## src/rtl/uart_tx_serializer.sv

```systemverilog
// UART transmit serializer: start, 5-8 data bits LSB-first, optional parity, 1 or 2 stop bits.
// Optional macro UART_TX_BREAK_EN adds a tx_break input that forces the line low.
module uart_tx_serializer #(
    parameter int OVERSAMPLE = 16,
    parameter int DATA_W     = 8
) (
    input  logic              clk,
    input  logic              rst,
    input  logic              br_en,
    input  logic [DATA_W-1:0] din,
    input  logic              din_valid,
    output logic              din_ready,
    input  logic [1:0]        num_bits,
    input  logic              stop2,
    input  logic              par_en,
    input  logic              par_even,
    output logic              par_srst,
    output logic              par_sd,
    output logic              par_d,
    input  logic              par_q,
`ifdef UART_TX_BREAK_EN
    input  logic              tx_break,
`endif
    output logic              tx,
    output logic              busy,
    output logic              done
);

    localparam int TICK_W = $clog2(OVERSAMPLE);
    localparam int IDX_W  = $clog2(DATA_W);

    localparam logic [2:0] S_IDLE   = 3'd0;
    localparam logic [2:0] S_START  = 3'd1;
    localparam logic [2:0] S_DATA   = 3'd2;
    localparam logic [2:0] S_PARITY = 3'd3;
    localparam logic [2:0] S_STOP   = 3'd4;

    logic [2:0]        state_r;
    logic [TICK_W-1:0] tick_r;
    logic [IDX_W-1:0]  idx_r;
    logic              stop_cnt_r;
    logic [DATA_W-1:0] shadow_r;
    logic [1:0]        nb_r;
    logic              stop2_r;
    logic              par_en_r;
    logic              par_even_r;
    logic              tx_r;
    logic              done_r;
    logic              par_srst_r;
    logic              par_sd_r;
    logic              par_d_r;

    logic              bit_end_s;
    logic              last_data_s;
    logic              par_bit_s;
    logic [IDX_W-1:0]  last_idx_s;
    logic [IDX_W-1:0]  next_idx_s;

    // Bit-boundary detection and next data index.
    always_comb begin
        bit_end_s   = br_en && (tick_r == TICK_W'(OVERSAMPLE - 1));
        last_idx_s  = IDX_W'(nb_r) + IDX_W'(4);
        next_idx_s  = idx_r + IDX_W'(1);
        last_data_s = (idx_r == last_idx_s);
        par_bit_s   = par_even_r ? par_q : ~par_q;
    end

    // Frame sequencer: state, bit timing, line value and parity-generator strobes.
    always_ff @(posedge clk or posedge rst) begin
        if (rst) begin
            state_r    <= S_IDLE;
            tick_r     <= {TICK_W{1'b0}};
            idx_r      <= {IDX_W{1'b0}};
            stop_cnt_r <= 1'b0;
            shadow_r   <= {DATA_W{1'b0}};
            nb_r       <= 2'd0;
            stop2_r    <= 1'b0;
            par_en_r   <= 1'b0;
            par_even_r <= 1'b0;
            tx_r       <= 1'b1;
            done_r     <= 1'b0;
            par_srst_r <= 1'b0;
            par_sd_r   <= 1'b0;
            par_d_r    <= 1'b0;
        end else begin
            par_srst_r <= 1'b0;
            par_sd_r   <= 1'b0;
            done_r     <= 1'b0;
            if ((state_r != S_IDLE) && br_en) begin
                tick_r <= bit_end_s ? {TICK_W{1'b0}} : tick_r + TICK_W'(1);
            end
            case (state_r)
                S_IDLE: begin
                    if (din_valid) begin
                        shadow_r   <= din;
                        nb_r       <= num_bits;
                        stop2_r    <= stop2;
                        par_en_r   <= par_en;
                        par_even_r <= par_even;
                        par_srst_r <= 1'b1;
                        tx_r       <= 1'b0;
                        tick_r     <= {TICK_W{1'b0}};
                        state_r    <= S_START;
                    end
                end
                S_START: begin
                    if (bit_end_s) begin
                        state_r  <= S_DATA;
                        idx_r    <= {IDX_W{1'b0}};
                        tx_r     <= shadow_r[0];
                        par_sd_r <= 1'b1;
                        par_d_r  <= shadow_r[0];
                    end
                end
                S_DATA: begin
                    if (bit_end_s) begin
                        if (!last_data_s) begin
                            idx_r    <= next_idx_s;
                            tx_r     <= shadow_r[next_idx_s];
                            par_sd_r <= 1'b1;
                            par_d_r  <= shadow_r[next_idx_s];
                        end else if (par_en_r) begin
                            state_r <= S_PARITY;
                            tx_r    <= par_bit_s;
                        end else begin
                            state_r    <= S_STOP;
                            stop_cnt_r <= 1'b0;
                            tx_r       <= 1'b1;
                        end
                    end
                end
                S_PARITY: begin
                    if (bit_end_s) begin
                        state_r    <= S_STOP;
                        stop_cnt_r <= 1'b0;
                        tx_r       <= 1'b1;
                    end
                end
                S_STOP: begin
                    if (bit_end_s) begin
                        if (stop2_r && !stop_cnt_r) begin
                            stop_cnt_r <= 1'b1;
                        end else begin
                            state_r <= S_IDLE;
                            done_r  <= 1'b1;
                        end
                    end
                end
                default: begin
                    state_r <= S_IDLE;
                    tx_r    <= 1'b1;
                end
            endcase
        end
    end

    assign din_ready = (state_r == S_IDLE);
    assign busy      = (state_r != S_IDLE);
    assign done      = done_r;
    assign par_srst  = par_srst_r;
    assign par_sd    = par_sd_r;
    assign par_d     = par_d_r;

`ifdef UART_TX_BREAK_EN
    // Break overrides the line after the register; sequencing continues underneath.
    assign tx = tx_r & ~tx_break;
`else
    assign tx = tx_r;
`endif

endmodule

```

## config.mk

```make
export PLATFORM = sky130hd
export DESIGN_NAME = uart_tx_serializer
export DESIGN_NICKNAME = d
export VERILOG_FILES = /design/src/rtl/uart_tx_serializer.sv
export SDC_FILE = /design/constraint.sdc
export NUM_CORES = 1
export LEC_CHECK = 0
export ABC_AREA = 0
export BUFFER_PORTS_ARGS = -buffer_cell sky130_fd_sc_hd__buf_2
export CORE_MARGIN = 2
export CORE_UTILIZATION = 50
export CTS_BUF_LIST = sky130_fd_sc_hd__clkbuf_4
export DETAILED_ROUTE_END_ITERATION = 8
export PLACE_DENSITY_LB_ADDON = 0.08
export RECOVER_POWER = 50
export SLEW_MARGIN = 20
export SYNTH_ARGS = -nofsm -noshare
export SYNTH_HDL_FRONTEND = slang
export SYNTH_SLANG_ARGS = --single-unit
```

## constraint.sdc

```tcl
create_clock -name clk -period 2.3 [get_ports clk]
set_input_delay 0.115 -clock clk [delete_from_list [all_inputs] [get_ports clk]]
set_output_delay 0.115 -clock clk [all_outputs]
set_load 0.03 [all_outputs]
```

==> results by group <==
Synth
  – YS warnings: 0
  – Synth area leaders: dfrtp_1, mux2_2, mux2_1
  – Syn_nets: 145
  – Number of synthesized flops with an enable pin: 0
  – Yosys cell types: 42
  – Cell Area, Synth: 1463 sq um
  – Mapped Cells: 125
  – Top_reg_cell synth: dfrtp_1
  – Yosys reg bits: 29
  – Cell taking the most area after synthesis: dfrtp_1
  – Synth top area share: 47.90%
  – Mean Syn Cell Area: 11.70 sq um
  – Asr flop ratio synth: 100.0%
  – Sequential fraction of the synthesis area: 49.70%

Power and ir drop
  – Sw frac: 33.75%
  – Post-route total power: 1.934 mW
  – Reg power frac: 42.7%
  – NetSw: 0.6528 mW
  – Internal: 1.281 mW
  – Part of the power in combinational logic: 36.2%
  – Leakage power: 0.8474 nW
  – Max VDD drop: 0.8932 mV
  – Power per cell area: 1086 nW/um^2
  – Clock network power share: 21.0%

Detailed routing
  – DRC viols: 0
  – Remaining antenna violation count: 0
  – Via count: 1076
  – DR WL/cell: 13.31 um
  – Via-to-Cell Ratio: 5.462
  – First-iteration detailed-routing DRC count: 27
  – Final wirelength: 2622 um
  – First-pass detailed-route iteration total: 4

STA
  – Min Hold Slack: 0.02095 ns
  – Final setup margin: 0.3129 ns
  – Measured slew at the worst slew-check pin: 1.516 ns
  – Fin Setup TNS: 0 ns
  – Finish-stage setup viols: 0
  – Slew Limit Headroom: -1.081%
  – Final Hold Vio Count: 0
  – Final min period: 1.987 ns
  – Max frequency: 503.3 MHz
  – Fin crit share: 86.39%
  – Final Skew: 0.01001 ns
  – Max-slew violations: 30
  – RSZ-0062 raised after global routing: false

Place
  – Post-Place Cells: 178
  – DP HPWL: 1892 um
  – Routability cong.: 0.7798
  – Dpl cell area: 1600 sq um
  – Pre-CTS WS: 0.3197 ns
  – Buffers on Ports: 24

Clock tree
  – Post-cts resize count: 0
  – Clock slew at reported path FFs: 0.08 ns
  – Clk_lat worst skew: 0.32 ns
  – TritonCTS clock tree: built
  – Clock Tree Buf Depth: 2
  – Root Buffer: clkbuf_4
  – H-tree lvl count: 2
  – TritonCTS Sinks: 29
  – CTS Buf Count: 5
  – Setup Buffers After CTS: 0

Layout
  – Share of cells above drive strength 1: 26.51%
  – Most frequent cells in the layout: dfrtp_1, buf_2, dlygate4sd3_1
  – Commonest non-fill, non-tap cell in the layout: dfrtp_1
  – # diodes: 0
  – Fin cells: 197
  – Area Growth Syn to Fin: 21.81%
  – Final instance area: 1782 sq um
  – Post-route core utilization: 64.61%
  – Nets: 185

Critical path
  – CP Capture Type: flop
  – Worst setup SP type: flop
  – Largest delay share family, worst path: multiplexers
  – Slowest cell on the critical path: dfrtp_1
  – Buffers & Inverters on Critical Path: 0
  – Worst endpoint required time: 2.51 ns
  – Crit-path cells: ha_1 -> mux4_1 -> mux2_2 -> mux2_2 -> mux2_2
  – Worst EP arrival: 2.19 ns
  – Largest fanout on the critical path: 5
  – CP max stage delay: 0.45 ns
  – CP most frequent cell: mux2_2
  – Critical path class: reg -> reg

GRT
  – M3 GR Usage: 7.589%
  – Total GRT Usage: 18.73%
  – Vias in the first global route: 1033
  – Largest net degree at the start of global routing: 30
  – Busiest grt layer: met2
  – M1 GR Usage: 24.20%
  – GRT overflow: 0
  – GRT met2 Usage: 27.44%
  – First-pass GRT wire length: 4588 um
  – Initial antenna violation count: 0

Status
  – Failing checks: capacitance limit, slew limit
  – Run status: finished with violations

Hold path
  – Worst hold path class: in -> reg

Die
  – # IOs: 25
  – Placeable Area: 2758 sq um
  – DIE HEIGHT: 58.09 um
  – Row Count: 19
  – Initial cell density of the core: 53.04%
  – Chip width: 58.09 um
  – DIE AREA: 3374 sq um

Run
  – Max-Cap Viols: 1
worst reg2reg max path, delay by kind of cell, from the launching register on:
family / cells / cell delay (ns)
muxes: 4 / 1.08
DFF: 1 / 0.45
adders and majority gates: 1 / 0.35
registers in the layout, summed over array words and instances, names as in the netlist, 2 cells and up:
register / flops
nb_r: 2
state_r: 3
tick_r: 4
idx_r: 3
shadow_r: 8
path summary, 6_finish.rpt:
check	slack [ns]	from	end	depth (start not counted)
setup / recovery	0.31	idx_r[0]	par_d	5
hold / removal	0.02	din[7]	shadow_r[7]	2
setup reg to reg	0.31	idx_r[0]	par_d	5
hold reg to reg	0.49	shadow_r[1]	shadow_r[1]	1
max in group asynchronous	0.57	rst	tick_r[2]	4
min in group asynchronous	0.85	rst	idx_r[1]	4
cells by family (layout without fill, tap and decap cells):
family	Yosys count	after routing	synth area share, %
simple gates	31	31	11.55
flops	29	29	49.70
compound gates	26	26	11.72
mux	19	19	16.60
buf+inv	13	54	5.731
xor+xnor	5	5	2.994
fa+ha+maj	2	2	1.711
area by class of cell:
class / count / area, sq um
Timing Repair Buffer: 40 / 260.3
Tap cell: 31 / 38.79
Sequential cell: 29 / 726.9
Inverter: 6 / 25.02
Fill cell: 240 / 975.9
Multi-Input combinational cell: 83 / 651.9
Clock buffer: 6 / 45.04
Clock inverter: 2 / 33.78
layer usage:
layer  up-vias  part of all wire, %
met5         -                    0
met4         0                  1.8
met3         4                  5.1
met2        28                   45
met1       506                   48
li1        538                    -
Yosys cell counts (2+ instances only):
cell type,instances
dfrtp_1,28
mux2_2,10
mux2_1,6
nand2_1,6
o21ai_0,6
a21oi_1,5
inv_1,5
nand4_1,4
nor2_1,4
nor3_1,4
xnor2_1,4
buf_6,3
nand2b_1,3
a21o_1,2
a22o_1,2
buf_2,2
buf_4,2
ha_1,2
mux4_1,2
nand3_1,2
o21ai_1,2
power by group through the flow:
stage,combinational (mW),clock (mW),sequential [mW]
4_1_cts,0.708,0.420,0.831
5_1_grt,0.786,0.445,0.855
3_5_place_dp,0.695,0,0.840
6_report,0.701,0.407,0.827
3_3_place_gp,0.673,0,0.831
2_1_floorplan,0.539,0,0.841
timing repair:
action | CTS | global route
setup endpoints to repair | 0 | 0
hold buffers | 8 | 3
endpoints found under the hold margin | 35 | 3
(Power assumes the default switching activity.)
